<file path="src/rtl/hi_lo_scheduler.sv">
// hi_lo_scheduler: sequences the shared multiplier and divider for the EX-stage
// HI/LO instructions and owns the architectural HI and LO registers.
// EX is stalled while a multiply or divide is in flight. A WB flush abandons
// in-flight work, and a divide in flight is cancelled at the divider.
module hi_lo_scheduler #(
  parameter int CPU_DATA_WIDTH   = 32,
  parameter int MULTIPLY_LATENCY = 2
) (
  input  logic                          clock,
  input  logic                          reset_n,
  input  logic                          request_valid,
  input  logic [2:0]                    request_op,
  input  logic [CPU_DATA_WIDTH-1:0]     source1,
  input  logic [CPU_DATA_WIDTH-1:0]     source2,
  input  logic                          flush,
  output logic                          stall,
  output logic [CPU_DATA_WIDTH-1:0]     move_result,
  output logic                          multiplier_valid,
  output logic                          multiplier_signed,
  output logic [CPU_DATA_WIDTH-1:0]     multiplier_source1,
  output logic [CPU_DATA_WIDTH-1:0]     multiplier_source2,
  input  logic [2*CPU_DATA_WIDTH-1:0]   multiplier_result,
  output logic                          divider_start,
  output logic                          divider_cancel,
  output logic                          divider_signed,
  output logic [CPU_DATA_WIDTH-1:0]     divider_dividend,
  output logic [CPU_DATA_WIDTH-1:0]     divider_divisor,
  input  logic                          divider_done,
  input  logic [CPU_DATA_WIDTH-1:0]     divider_quotient,
  input  logic [CPU_DATA_WIDTH-1:0]     divider_remainder,
  output logic [CPU_DATA_WIDTH-1:0]     hi,
  output logic [CPU_DATA_WIDTH-1:0]     lo
);

  localparam logic [2:0] OP_MULT  = 3'd0;
  localparam logic [2:0] OP_MULTU = 3'd1;
  localparam logic [2:0] OP_DIV   = 3'd2;
  localparam logic [2:0] OP_DIVU  = 3'd3;
  localparam logic [2:0] OP_MTHI  = 3'd4;
  localparam logic [2:0] OP_MTLO  = 3'd5;
  localparam logic [2:0] OP_MFHI  = 3'd6;
  localparam logic [2:0] OP_MFLO  = 3'd7;

  // The counter holds MULTIPLY_LATENCY-1 down to 0.
  localparam int CNT_W = (MULTIPLY_LATENCY > 1) ? $clog2(MULTIPLY_LATENCY) : 1;
  localparam logic [CNT_W-1:0] CNT_LOAD = CNT_W'(MULTIPLY_LATENCY - 1);
  localparam logic [CNT_W-1:0] CNT_ONE  = CNT_W'(1);
  localparam logic [CNT_W-1:0] CNT_ZERO = CNT_W'(0);

  typedef enum logic [1:0] {
    IDLE          = 2'd0,
    MULTIPLY_WAIT = 2'd1,
    DIVIDE_WAIT   = 2'd2
  } state_t;

  state_t                    state_r, state_next_s;
  logic [CPU_DATA_WIDTH-1:0] hi_r, hi_next_s;
  logic [CPU_DATA_WIDTH-1:0] lo_r, lo_next_s;
  logic [CNT_W-1:0]          counter_r, counter_next_s;
  // Set on the completion edge so the re-presented instruction is consumed, not re-issued.
  logic                      done_r, done_next_s;
  logic                      mul_valid_r, mul_valid_next_s;
  logic                      mul_signed_r, mul_signed_next_s;
  logic [CPU_DATA_WIDTH-1:0] mul_src1_r, mul_src1_next_s;
  logic [CPU_DATA_WIDTH-1:0] mul_src2_r, mul_src2_next_s;
  logic                      div_start_r, div_start_next_s;
  logic                      div_cancel_r, div_cancel_next_s;
  logic                      div_signed_r, div_signed_next_s;
  logic [CPU_DATA_WIDTH-1:0] div_dividend_r, div_dividend_next_s;
  logic [CPU_DATA_WIDTH-1:0] div_divisor_r, div_divisor_next_s;
  logic                      is_muldiv_s;
  logic                      stall_s;
  logic [CPU_DATA_WIDTH-1:0] move_result_s;

  // Decode whether the request needs the multiplier or the divider.
  always_comb begin
    is_muldiv_s = 1'b0;
    if ((request_op == OP_MULT) || (request_op == OP_MULTU) ||
        (request_op == OP_DIV)  || (request_op == OP_DIVU)) begin
      is_muldiv_s = 1'b1;
    end else begin
      is_muldiv_s = 1'b0;
    end
  end

  // Next-state, HI/LO update and unit-issue decisions.
  always_comb begin
    state_next_s        = state_r;
    hi_next_s           = hi_r;
    lo_next_s           = lo_r;
    counter_next_s      = counter_r;
    done_next_s         = done_r;
    mul_valid_next_s    = 1'b0;
    mul_signed_next_s   = mul_signed_r;
    mul_src1_next_s     = mul_src1_r;
    mul_src2_next_s     = mul_src2_r;
    div_start_next_s    = 1'b0;
    div_cancel_next_s   = 1'b0;
    div_signed_next_s   = div_signed_r;
    div_dividend_next_s = div_dividend_r;
    div_divisor_next_s  = div_divisor_r;
    case (state_r)
      IDLE: begin
        // The flag only ever covers the cycle right after a completion.
        done_next_s = 1'b0;
        if (flush) begin
          state_next_s = IDLE;
        end else if (request_valid) begin
          case (request_op)
            OP_MULT, OP_MULTU: begin
              if (!done_r) begin
                mul_valid_next_s  = 1'b1;
                mul_signed_next_s = (request_op == OP_MULT);
                mul_src1_next_s   = source1;
                mul_src2_next_s   = source2;
                counter_next_s    = CNT_LOAD;
                state_next_s      = MULTIPLY_WAIT;
              end else begin
                state_next_s = IDLE;
              end
            end
            OP_DIV, OP_DIVU: begin
              if (!done_r) begin
                div_start_next_s    = 1'b1;
                div_signed_next_s   = (request_op == OP_DIV);
                div_dividend_next_s = source1;
                div_divisor_next_s  = source2;
                state_next_s        = DIVIDE_WAIT;
              end else begin
                state_next_s = IDLE;
              end
            end
            OP_MTHI: hi_next_s = source1;
            OP_MTLO: lo_next_s = source1;
            // MFHI/MFLO are served combinationally from move_result.
            default: state_next_s = IDLE;
          endcase
        end else begin
          state_next_s = IDLE;
        end
      end
      MULTIPLY_WAIT: begin
        if (flush) begin
          state_next_s = IDLE;
          done_next_s  = 1'b0;
        end else if (counter_r == CNT_ZERO) begin
          hi_next_s    = multiplier_result[2*CPU_DATA_WIDTH-1:CPU_DATA_WIDTH];
          lo_next_s    = multiplier_result[CPU_DATA_WIDTH-1:0];
          done_next_s  = 1'b1;
          state_next_s = IDLE;
        end else begin
          counter_next_s = counter_r - CNT_ONE;
        end
      end
      DIVIDE_WAIT: begin
        if (flush) begin
          div_cancel_next_s = 1'b1;
          done_next_s       = 1'b0;
          state_next_s      = IDLE;
        end else if (divider_done) begin
          hi_next_s    = divider_remainder;
          lo_next_s    = divider_quotient;
          done_next_s  = 1'b1;
          state_next_s = IDLE;
        end else begin
          state_next_s = DIVIDE_WAIT;
        end
      end
      default: begin
        state_next_s = IDLE;
        done_next_s  = 1'b0;
      end
    endcase
  end

  // Stall: EX holds while a multiply/divide is being issued or is in flight.
  always_comb begin
    stall_s = 1'b0;
    case (state_r)
      IDLE: begin
        if (request_valid && !flush && !done_r && is_muldiv_s) begin
          stall_s = 1'b1;
        end else begin
          stall_s = 1'b0;
        end
      end
      MULTIPLY_WAIT, DIVIDE_WAIT: stall_s = 1'b1;
      default: stall_s = 1'b0;
    endcase
  end

  // MFHI/MFLO read the registered HI/LO, which already hold any just-completed result.
  always_comb begin
    move_result_s = '0;
    if (request_valid && (request_op == OP_MFHI)) begin
      move_result_s = hi_r;
    end else if (request_valid && (request_op == OP_MFLO)) begin
      move_result_s = lo_r;
    end else begin
      move_result_s = '0;
    end
  end

  // State, HI/LO and unit-interface registers.
  always_ff @(posedge clock or negedge reset_n) begin
    if (!reset_n) begin
      state_r        <= IDLE;
      hi_r           <= '0;
      lo_r           <= '0;
      counter_r      <= CNT_ZERO;
      done_r         <= 1'b0;
      mul_valid_r    <= 1'b0;
      mul_signed_r   <= 1'b0;
      mul_src1_r     <= '0;
      mul_src2_r     <= '0;
      div_start_r    <= 1'b0;
      div_cancel_r   <= 1'b0;
      div_signed_r   <= 1'b0;
      div_dividend_r <= '0;
      div_divisor_r  <= '0;
    end else begin
      state_r        <= state_next_s;
      hi_r           <= hi_next_s;
      lo_r           <= lo_next_s;
      counter_r      <= counter_next_s;
      done_r         <= done_next_s;
      mul_valid_r    <= mul_valid_next_s;
      mul_signed_r   <= mul_signed_next_s;
      mul_src1_r     <= mul_src1_next_s;
      mul_src2_r     <= mul_src2_next_s;
      div_start_r    <= div_start_next_s;
      div_cancel_r   <= div_cancel_next_s;
      div_signed_r   <= div_signed_next_s;
      div_dividend_r <= div_dividend_next_s;
      div_divisor_r  <= div_divisor_next_s;
    end
  end

  assign stall              = stall_s;
  assign move_result        = move_result_s;
  assign multiplier_valid   = mul_valid_r;
  assign multiplier_signed  = mul_signed_r;
  assign multiplier_source1 = mul_src1_r;
  assign multiplier_source2 = mul_src2_r;
  assign divider_start      = div_start_r;
  assign divider_cancel     = div_cancel_r;
  assign divider_signed     = div_signed_r;
  assign divider_dividend   = div_dividend_r;
  assign divider_divisor    = div_divisor_r;
  assign hi                 = hi_r;
  assign lo                 = lo_r;

endmodule

</file>
<file path="config.mk">
export PLATFORM = sky130hd
export DESIGN_NAME = hi_lo_scheduler
export DESIGN_NICKNAME = d
export VERILOG_FILES = /design/src/rtl/hi_lo_scheduler.sv
export SDC_FILE = /design/constraint.sdc
export NUM_CORES = 1
export LEC_CHECK = 0
export ABC_AREA = 1
export BUFFER_PORTS_ARGS = -buffer_cell sky130_fd_sc_hd__buf_2
export CAP_MARGIN = 20
export CORE_AREA = 2 2 165 167
export CTS_CLUSTER_DIAMETER = 60
export DETAILED_ROUTE_END_ITERATION = 7
export DIE_AREA = 0 0 167 169
export PLACE_DENSITY = 0.69
export SYNTH_ARGS = -nofsm -noshare
export SYNTH_HDL_FRONTEND = slang
export SYNTH_SLANG_ARGS = --single-unit
</file>
<file path="constraint.sdc">
create_clock -name clock -period 1.4 [get_ports clock]
set_input_delay 0.21 -clock clock [delete_from_list [all_inputs] [get_ports clock]]
set_output_delay 0.21 -clock clock [all_outputs]
set_load 0.02 [all_outputs]
</file>
# Word-level counts from Yosys, hierarchy flattened
# Cells that the tools add are included.
# word_totals
mem_count	0
out_inout_bits	230
ff_bits	201
inputBits	200
mem_bits_rw	0
latch_bits	0
romBits	0
# op_classes
div	0
multipliers	0
reduce_logical	25
addsub	1
order_cmp	0
eq_ne	22
n_shift	0
n_mux	54
n_bitwise	2
# ops
operator	n
2-to-1 mux 32 bit	16
case mux 32 bit (3 select lines)	2
2-to-1 mux 1 bit	24
AND reduction 8 bit	2
2-to-1 mux 2 bit	7
!= test 2 bit, second input constant	7
== test 3 bit, second input constant	4
case mux 2 bit (3 select lines)	2
AND reduction 5 bit	2
OR reduction 2 bit	4
== test 3 x 2 -> 1 bit, second input constant	2
!= test 2 x 1 -> 1 bit, second input constant	3
!= test 3 bit, second input constant	2
case mux 1 bit (2 select lines)	3
AND reduction 6 bit	1
logical AND 1 bit	5
!= test 4 bit, second input constant	1
AND reduction 2 bit	2
== test 3 x 1 -> 1 bit, second input constant	1
zero test 3 bit	1
logical OR 1 bit	3
nonzero test 3 bit	1
== test 2 x 1 -> 1 bit, second input constant	1
== test 2 bit, second input constant	1
other kinds (5)	7

# Depth between registers and ports, before layout
# Gate-level depths: netlist of the first run.
# depth
ltp_word	8
mapped_depth	10
ltp_nobuf	9

# Worst setup path before layout of the first run
# OpenSTA, ideal clock, no wires.
# synth_timing
path_kind	reg2out
from	reg state_r[0]
to	out stall
arrival_time_ns	1.412
path_slack_ns	-0.222
path_buffers	1
required_ns	1.190
stages_incl_launch_ff	6
path_cell_list	dfrtp_1 > inv_1 > ha_1 > inv_1 > clkbuf_1 > a21oi_1
# synth_between
elab_chain_cells	3
elab_cells_between_ends	5
cone_classes	2 x eq/ne; 1 x mux; 2 x reduce/logical
# synth_lines
item	line	source
start: declaration	56	state_t state_r, state_next_s;
start signal: assignment	222	state_r <= state_next_s;
== test 2 x 1 -> 1 bit or == test 2 bit (tied branches)	179	case (state_r)
OR reduction 2 bit	179	
case mux 1 bit (2 select lines) *	179	
end: declaration	16	output logic stall,
# Mark *: on every way between the ends. The rest lies on a longest branch, timed or not.

# Worst setup path after layout of the first run
# Ends and elaborated chain as after synthesis.

==> results of run 1 <==
repair_timing:
item	4_1_cts	5_1_grt
resized for setup	101	215
gates cloned	24	14
buffers inserted	43	14
endpoints found under the hold margin	124	0
pin swaps	21	26
hold buffers	53	0
endpoints found under the setup margin	230	233
state kept, by name (all words and copies together), names as in the netlist:
signal              count
counter_r               1
divider_cancel          1
divider_dividend       32
divider_divisor        32
divider_signed          1
divider_start           1
done_r                  1
hi                     32
lo                     32
multiplier_signed       1
multiplier_source1     32
multiplier_source2     32
multiplier_valid        1
state_r                 2
per-layer routing:
layer	wire, um	share of wire	global-route usage
met1	17400	0.40	0.359
met2	21500	0.49	0.473
met3	3240	0.074	0.0428
met4	1590	0.036	0.0918
met5	0	0	0
worst max-delay path: stages (launching register included):
cell and delay, ns:
dfrtp_1 0.37, inv_2 0.06, ha_4 0.28, clkinvlp_4 0.10
buf_12 0.13, a21oi_4 0.12, buf_6 0.13
power by group:
group          total [uW]  leakage (uW)  internal [uW]  switching, uW
Combinational        8810       0.00619           3480           5330
Sequential           9000       0.00254           7430           1570
Clock                6340      0.000396           3900           2440
metrics by stage:
stage | util | TNS [ns] | instances | hold slack, ns | cell area [um^2]
CTS | 0.590 | -52.83 | 2219 | 0.00312 | 15600
global route | 0.624 | -82.01 | 2235 | 0.00757 | 16500
finish | 0.624 | -64.50 | 2235 | 0.0125 | 16500
floorplan | - | -8.04 | 1313 | -0.0856 | 10300
detailed placement | 0.489 | -36.67 | 2059 | 0.199 | 13000
global placement | 0.489 | -28.29 | 2059 | 0.195 | 13000
layout by cell type (no fill, tap or decap), types with 2 or more instances in the layout:
cell type | Yosys | routed
diode_2 | 0 | 2
clkbuf_16 | 0 | 36
nand3_4 | 2 | 4
clkbuf_8 | 0 | 4
ha_4 | 0 | 3
inv_1 | 108 | 105
nand3_1 | 5 | 5
buf_2 | 25 | 426
bufinv_16 | 0 | 4
clkinv_2 | 0 | 6
dlygate4sd3_1 | 0 | 53
nor2_4 | 3 | 5
clkbuf_1 | 15 | 2
buf_8 | 0 | 4
o21ai_1 | 82 | 77
nand4_1 | 67 | 67
dfrtp_1 | 201 | 201
o21ai_0 | 46 | 12
nand2_1 | 651 | 517
buf_12 | 7 | 38
inv_2 | 2 | 4
buf_16 | 0 | 22
buf_4 | 7 | 47
o21ai_2 | 36 | 75
nand2_2 | 10 | 102
nor2_2 | 2 | 2
nand2_4 | 0 | 42
buf_6 | 25 | 20
path summary, 6_finish.rpt:
check	endpoint	slack (ns)	startpoint	cells past startpoint
max	stall	-0.51	state_r[0]	6
min in group asynchronous	hi[24]	0.21	reset_n	2
min	divider_dividend[18]	0.01	source1[18]	3
min reg2reg	multiplier_source1[14]	0.47	multiplier_source1[14]	2
max reg2reg	hi[28]	-0.43	state_r[0]	13
max in group asynchronous	lo[17]	0.63	reset_n	3
cells by family after synthesis:
family | after synthesis | synth area share
AOI/OAI and AO/OA | 166 | 0.0948
adders and majority gates | 4 | 0.00490
buffers and inverters | 195 | 0.107
DFF | 201 | 0.492
and+or+nand+nor | 747 | 0.301
final cells by class:
class                      instances  area share
antenna                            2    0.000303
clock buffer                      28      0.0377
clock inverter                    12      0.0101
inverter                         110      0.0252
multi-input combinational        917       0.294
sequential                       201       0.304
tap                              341      0.0258
timing repair buffer             624       0.303
==> flow_summary.yaml, run 1 <==
critical_path:
  required_ns: 1.19
  end_kind: "output pin"
  cp_max_fo: 2
  cp.arrival_ns: 1.70
  critPathKind: "reg -> out"
  cp-start-kind: "flip-flop"
global_routing:
  grt_max_degree: 58
  grt_pass1_vias: 10674
  grt_first_pass_wirelength_um: 61000
  antenna_found_initial: 2
  grt-ovfl-total: 0
  globalRouteTotalUtil: 0.276
place:
  gp_congestion: 0.893
  place_ws_ns: -0.270
  portBuffers: 429
  dp_hpwl_um: 26800
sta:
  slew_headroom: 0.698
  tightest_slew_ns: 0.453
  fin_worst_skew_ns: 0.0120
  setup_slack_ns: -0.514
  period_minus_slack_ns: 1.91
  post-route-period-util: 1.37
  fmax_mhz: 523
  finalSetupViolCount: 231
  rsz0062_at_grt: "yes"
  final_max_slew_viol_count: 0
  hold_viol: 0
clocking:
  clk_pin_slew_worst_paths_ns: 0.07
  cts-root-buf: "clkbuf_16"
  tritoncts: "done"
  insertion_delay_ns: 0.51
  htreeDepth: 1
  cts_buffer_depth: 3
  cts_buffers: 22
  clock_sinks: 201
floorplanning:
  ioPinCount: 430
  core_area_mm2: 0.0265
  die_width_um: 167
  initial_core_util: 0.386
  die_area_mm2: 0.0282
  rows: 60
  die_h_um: 169
detailed_routing:
  drt-initial-drc-count: 886
  wl_um: 43700
  wl_per_cell_um: 19.6
  drtAntennaViolNets: 0
  vias: 11403
  drtPass1Iterations: 7
  avgViaCountPerCell: 5.10
  drc: 0
synth:
  synth_nets: 1517
  synth_area_mm2: 0.0102
  synthTopCellsByArea: "dfrtp_1 49%, nand2_1 24%, nand4_1 4.1%"
  synth_top_area_frac: 0.492
  synth-seq-area-share: 0.492
  yosys-top-cells-count: "651 x nand2_1, 201 x dfrtp_1, 108 x inv_1"
  avgSynthCellArea_um2: 7.78
  synthCells: 1313
  yosys.area.top_type: "dfrtp_1"
  synth-edff-count: 0
  yosysUniqueCellTypes: 27
  ys_seq_elements: 201
  yosys_warnings: 0
  synth_ff_type: "dfrtp_1"
  synthArstFlopShare: 1.00
  yosysMostFrequentCell: "nand2_1"
finish:
  layout.nets: 2080
  regArea_mm2: 0.00503
  multi_input_area_mm2: 0.00487
  syn_to_final_growth_pct: 61.9
  drive_above_1_share: 0.449
  fillers: 2159
outcome:
  violations: "negative setup slack"
  outcome: "complete, but fails checks"
power_and_ir_drop:
  power_density_mw_per_mm2: 1460
  p_leak_uw: 0.00913
  power_uw: 24200
  ir_drop_uv: 1520
worst_hold_path:
  worstHoldPathType: "in -> reg"
job:
  drv_cap: 0
Note: power is estimated with default switching activity, not from simulation.
==> run 2, diff against run 1 <==
--- a/config.mk
+++ b/config.mk
@@ -8,11 +8,13 @@
 export ABC_AREA = 1
 export BUFFER_PORTS_ARGS = -buffer_cell sky130_fd_sc_hd__buf_2
 export CAP_MARGIN = 20
-export CORE_AREA = 2 2 165 167
+export CELL_PAD_IN_SITES_DETAIL_PLACEMENT = 0
+export CELL_PAD_IN_SITES_GLOBAL_PLACEMENT = 1
+export CORE_MARGIN = 2
+export CORE_UTILIZATION = 31
 export CTS_CLUSTER_DIAMETER = 60
 export DETAILED_ROUTE_END_ITERATION = 7
-export DIE_AREA = 0 0 167 169
-export PLACE_DENSITY = 0.69
+export PLACE_DENSITY_LB_ADDON = 0.1
 export SYNTH_ARGS = -nofsm -noshare
 export SYNTH_HDL_FRONTEND = slang
 export SYNTH_SLANG_ARGS = --single-unit
==> flow_summary.yaml, run 2 (synthesis results as in run 1) <==
sta:
  rsz0062_at_grt: "yes"
  finalSetupViolCount: 239
  setup_slack_ns: -0.527
  post-route-period-util: 1.38
  fin_worst_skew_ns: 0.0109
  tightest_slew_ns: 0.411
  fmax_mhz: 519
  final_max_slew_viol_count: 0
  slew_headroom: 0.726
  hold_viol: 0
  period_minus_slack_ns: 1.93
critical_path:
  end_kind: "output pin"
  required_ns: 1.19
  path_cells: "inv_2 -> ha_4 -> nand2_2 -> inv_2 -> buf_6 -> nand3b_1 -> a21oi_4 -> buf_6"
  max_stage_delay_ns: 0.40
  critPathKind: "reg -> out"
  cp_max_fo: 2
  cp.depth: 8
  critical_path.top_delay_family: "flip-flops"
  cp-start-kind: "flip-flop"
  cp.arrival_ns: 1.72
  slowest_stage: "dfrtp_1"
  cp.buffers_inverters: 4
  reg2reg_depth: 13
job:
  drv_cap: 0
finish:
  syn_to_final_growth_pct: 58.2
  fillers: 3334
  final_common_cell: "nand2_1"
  mostFrequentLayoutCells: "584 x nand2_1, 416 x buf_2, 199 x dfrtp_1"
  drive_above_1_share: 0.397
  layout.nets: 2094
floorplanning:
  initial_core_util: 0.314
  die_width_um: 186
  die_h_um: 186
  core_area_mm2: 0.0325
  rows: 66
  die_area_mm2: 0.0344
  ioPinCount: 430
place:
  dp_hpwl_um: 29700
  gp_congestion: 0.789
  portBuffers: 429
  place_ws_ns: -0.269
clocking:
  clk_pin_slew_worst_paths_ns: 0.06
  htreeDepth: 1
  cts_buffer_depth: 3
  insertion_delay_ns: 0.51
  cts_buffers: 25
  cts-root-buf: "clkbuf_16"
  clock_sinks: 201
  tritoncts: "done"
global_routing:
  grt_first_pass_wirelength_um: 63600
  grt_max_degree: 69
  antenna_found_initial: 3
  grt-ovfl-total: 0
  grt_pass1_vias: 10474
  globalRouteTotalUtil: 0.243
power_and_ir_drop:
  ir_drop_uv: 719
  power.internal_uw: 14700
  p_leak_uw: 0.00899
  swShare: 0.387
  power_frac_comb: 0.356
  switchingPower_uw: 9290
  pwr-share-seq: 0.367
  power_density_mw_per_mm2: 1480
  power_uw: 24000
  pwr-share-clk: 0.277
detailed_routing:
  drtAntennaViolNets: 0
  drtPass1Iterations: 7
  wl_um: 44100
  avgViaCountPerCell: 4.60
  vias: 10817
  drt-initial-drc-count: 566
  drc: 0
  wl_per_cell_um: 18.8
worst_hold_path:
  hold_depth: 3
  worstHoldPathType: "in -> reg"
outcome:
  violations: "negative setup slack"
  outcome: "complete, but fails checks"
==> run 2: cell type report <==
class | count | area [um^2] | share of cell area
sequential | 201 | 5030 | 0.311
timing repair buffer | 633 | 4850 | 0.300
clock inverter | 9 | 111 | 0.00689
inverter | 110 | 414 | 0.0256
clock buffer | 36 | 727 | 0.0450
antenna | 2 | 5.00 | 0.000310
tap | 442 | 553 | 0.0342
multi-input combinational | 919 | 4470 | 0.277
==> run 2: layer usage <==
metal,vias to the layer above,wire length (um),track usage,share of wire
li1,5303,-,-,-
met1,5076,19400,0.329,0.44
met2,386,21000,0.405,0.48
met3,50,2760,0.0385,0.063
met4,2,937,0.0639,0.021
met5,-,7,0,0.00016
==> run 2: tightest hold or removal path, stage by stage <==
cell     delay [ns]
buf_2          0.11
inv_1          0.09
o21ai_1        0.07
==> run 2: final timing paths <==
kind / start / endpoint / slack (ns)
min: source1[28] / divider_dividend[28] / 0.02
max in group asynchronous: reset_n / multiplier_source2[21] / 0.61
min in group asynchronous: reset_n / divider_divisor[4] / 0.14
max reg2reg: state_r[1] / lo[13] / -0.42
max: state_r[1] / stall / -0.53
min reg2reg: divider_dividend[18] / divider_dividend[18] / 0.47
==> run 2: power by group through the flow <==
| stage | sequential (uW) | combinational, uW | clock (uW) |
|---|---|---|---|
| after floorplan | 10500 | 2450 | 0 |
| after global placement | 8750 | 7530 | 0 |
| after detailed placement | 8760 | 7570 | 0 |
| after CTS | 8660 | 8250 | 6750 |
| after global routing | 9020 | 9230 | 7000 |
| final | 8800 | 8540 | 6630 |
==> run 2: stage by stage <==
step           setup TNS, ns  std cells  area [um^2]   util  hold WS (ns)
3_5_place_dp          -35.52       2176        13200  0.405        0.0999
4_1_cts               -59.33       2336        15700  0.481       0.00606
5_1_grt               -83.24       2352        16200  0.497        0.0283
3_3_place_gp          -27.69       2176        13200  0.405        0.0980
6_report              -68.48       2352        16200  0.497        0.0229
2_1_floorplan          -8.04       1313        10300      -       -0.0856
==> run 2: timing repair <==
item,4_1_cts,5_1_grt
setup buffers,35,10
gates cloned,17,7
hold endpoints to repair,317,0
endpoints found under the setup margin,232,240
gates resized for setup,65,108
pin swaps,13,21
hold buffers,63,0
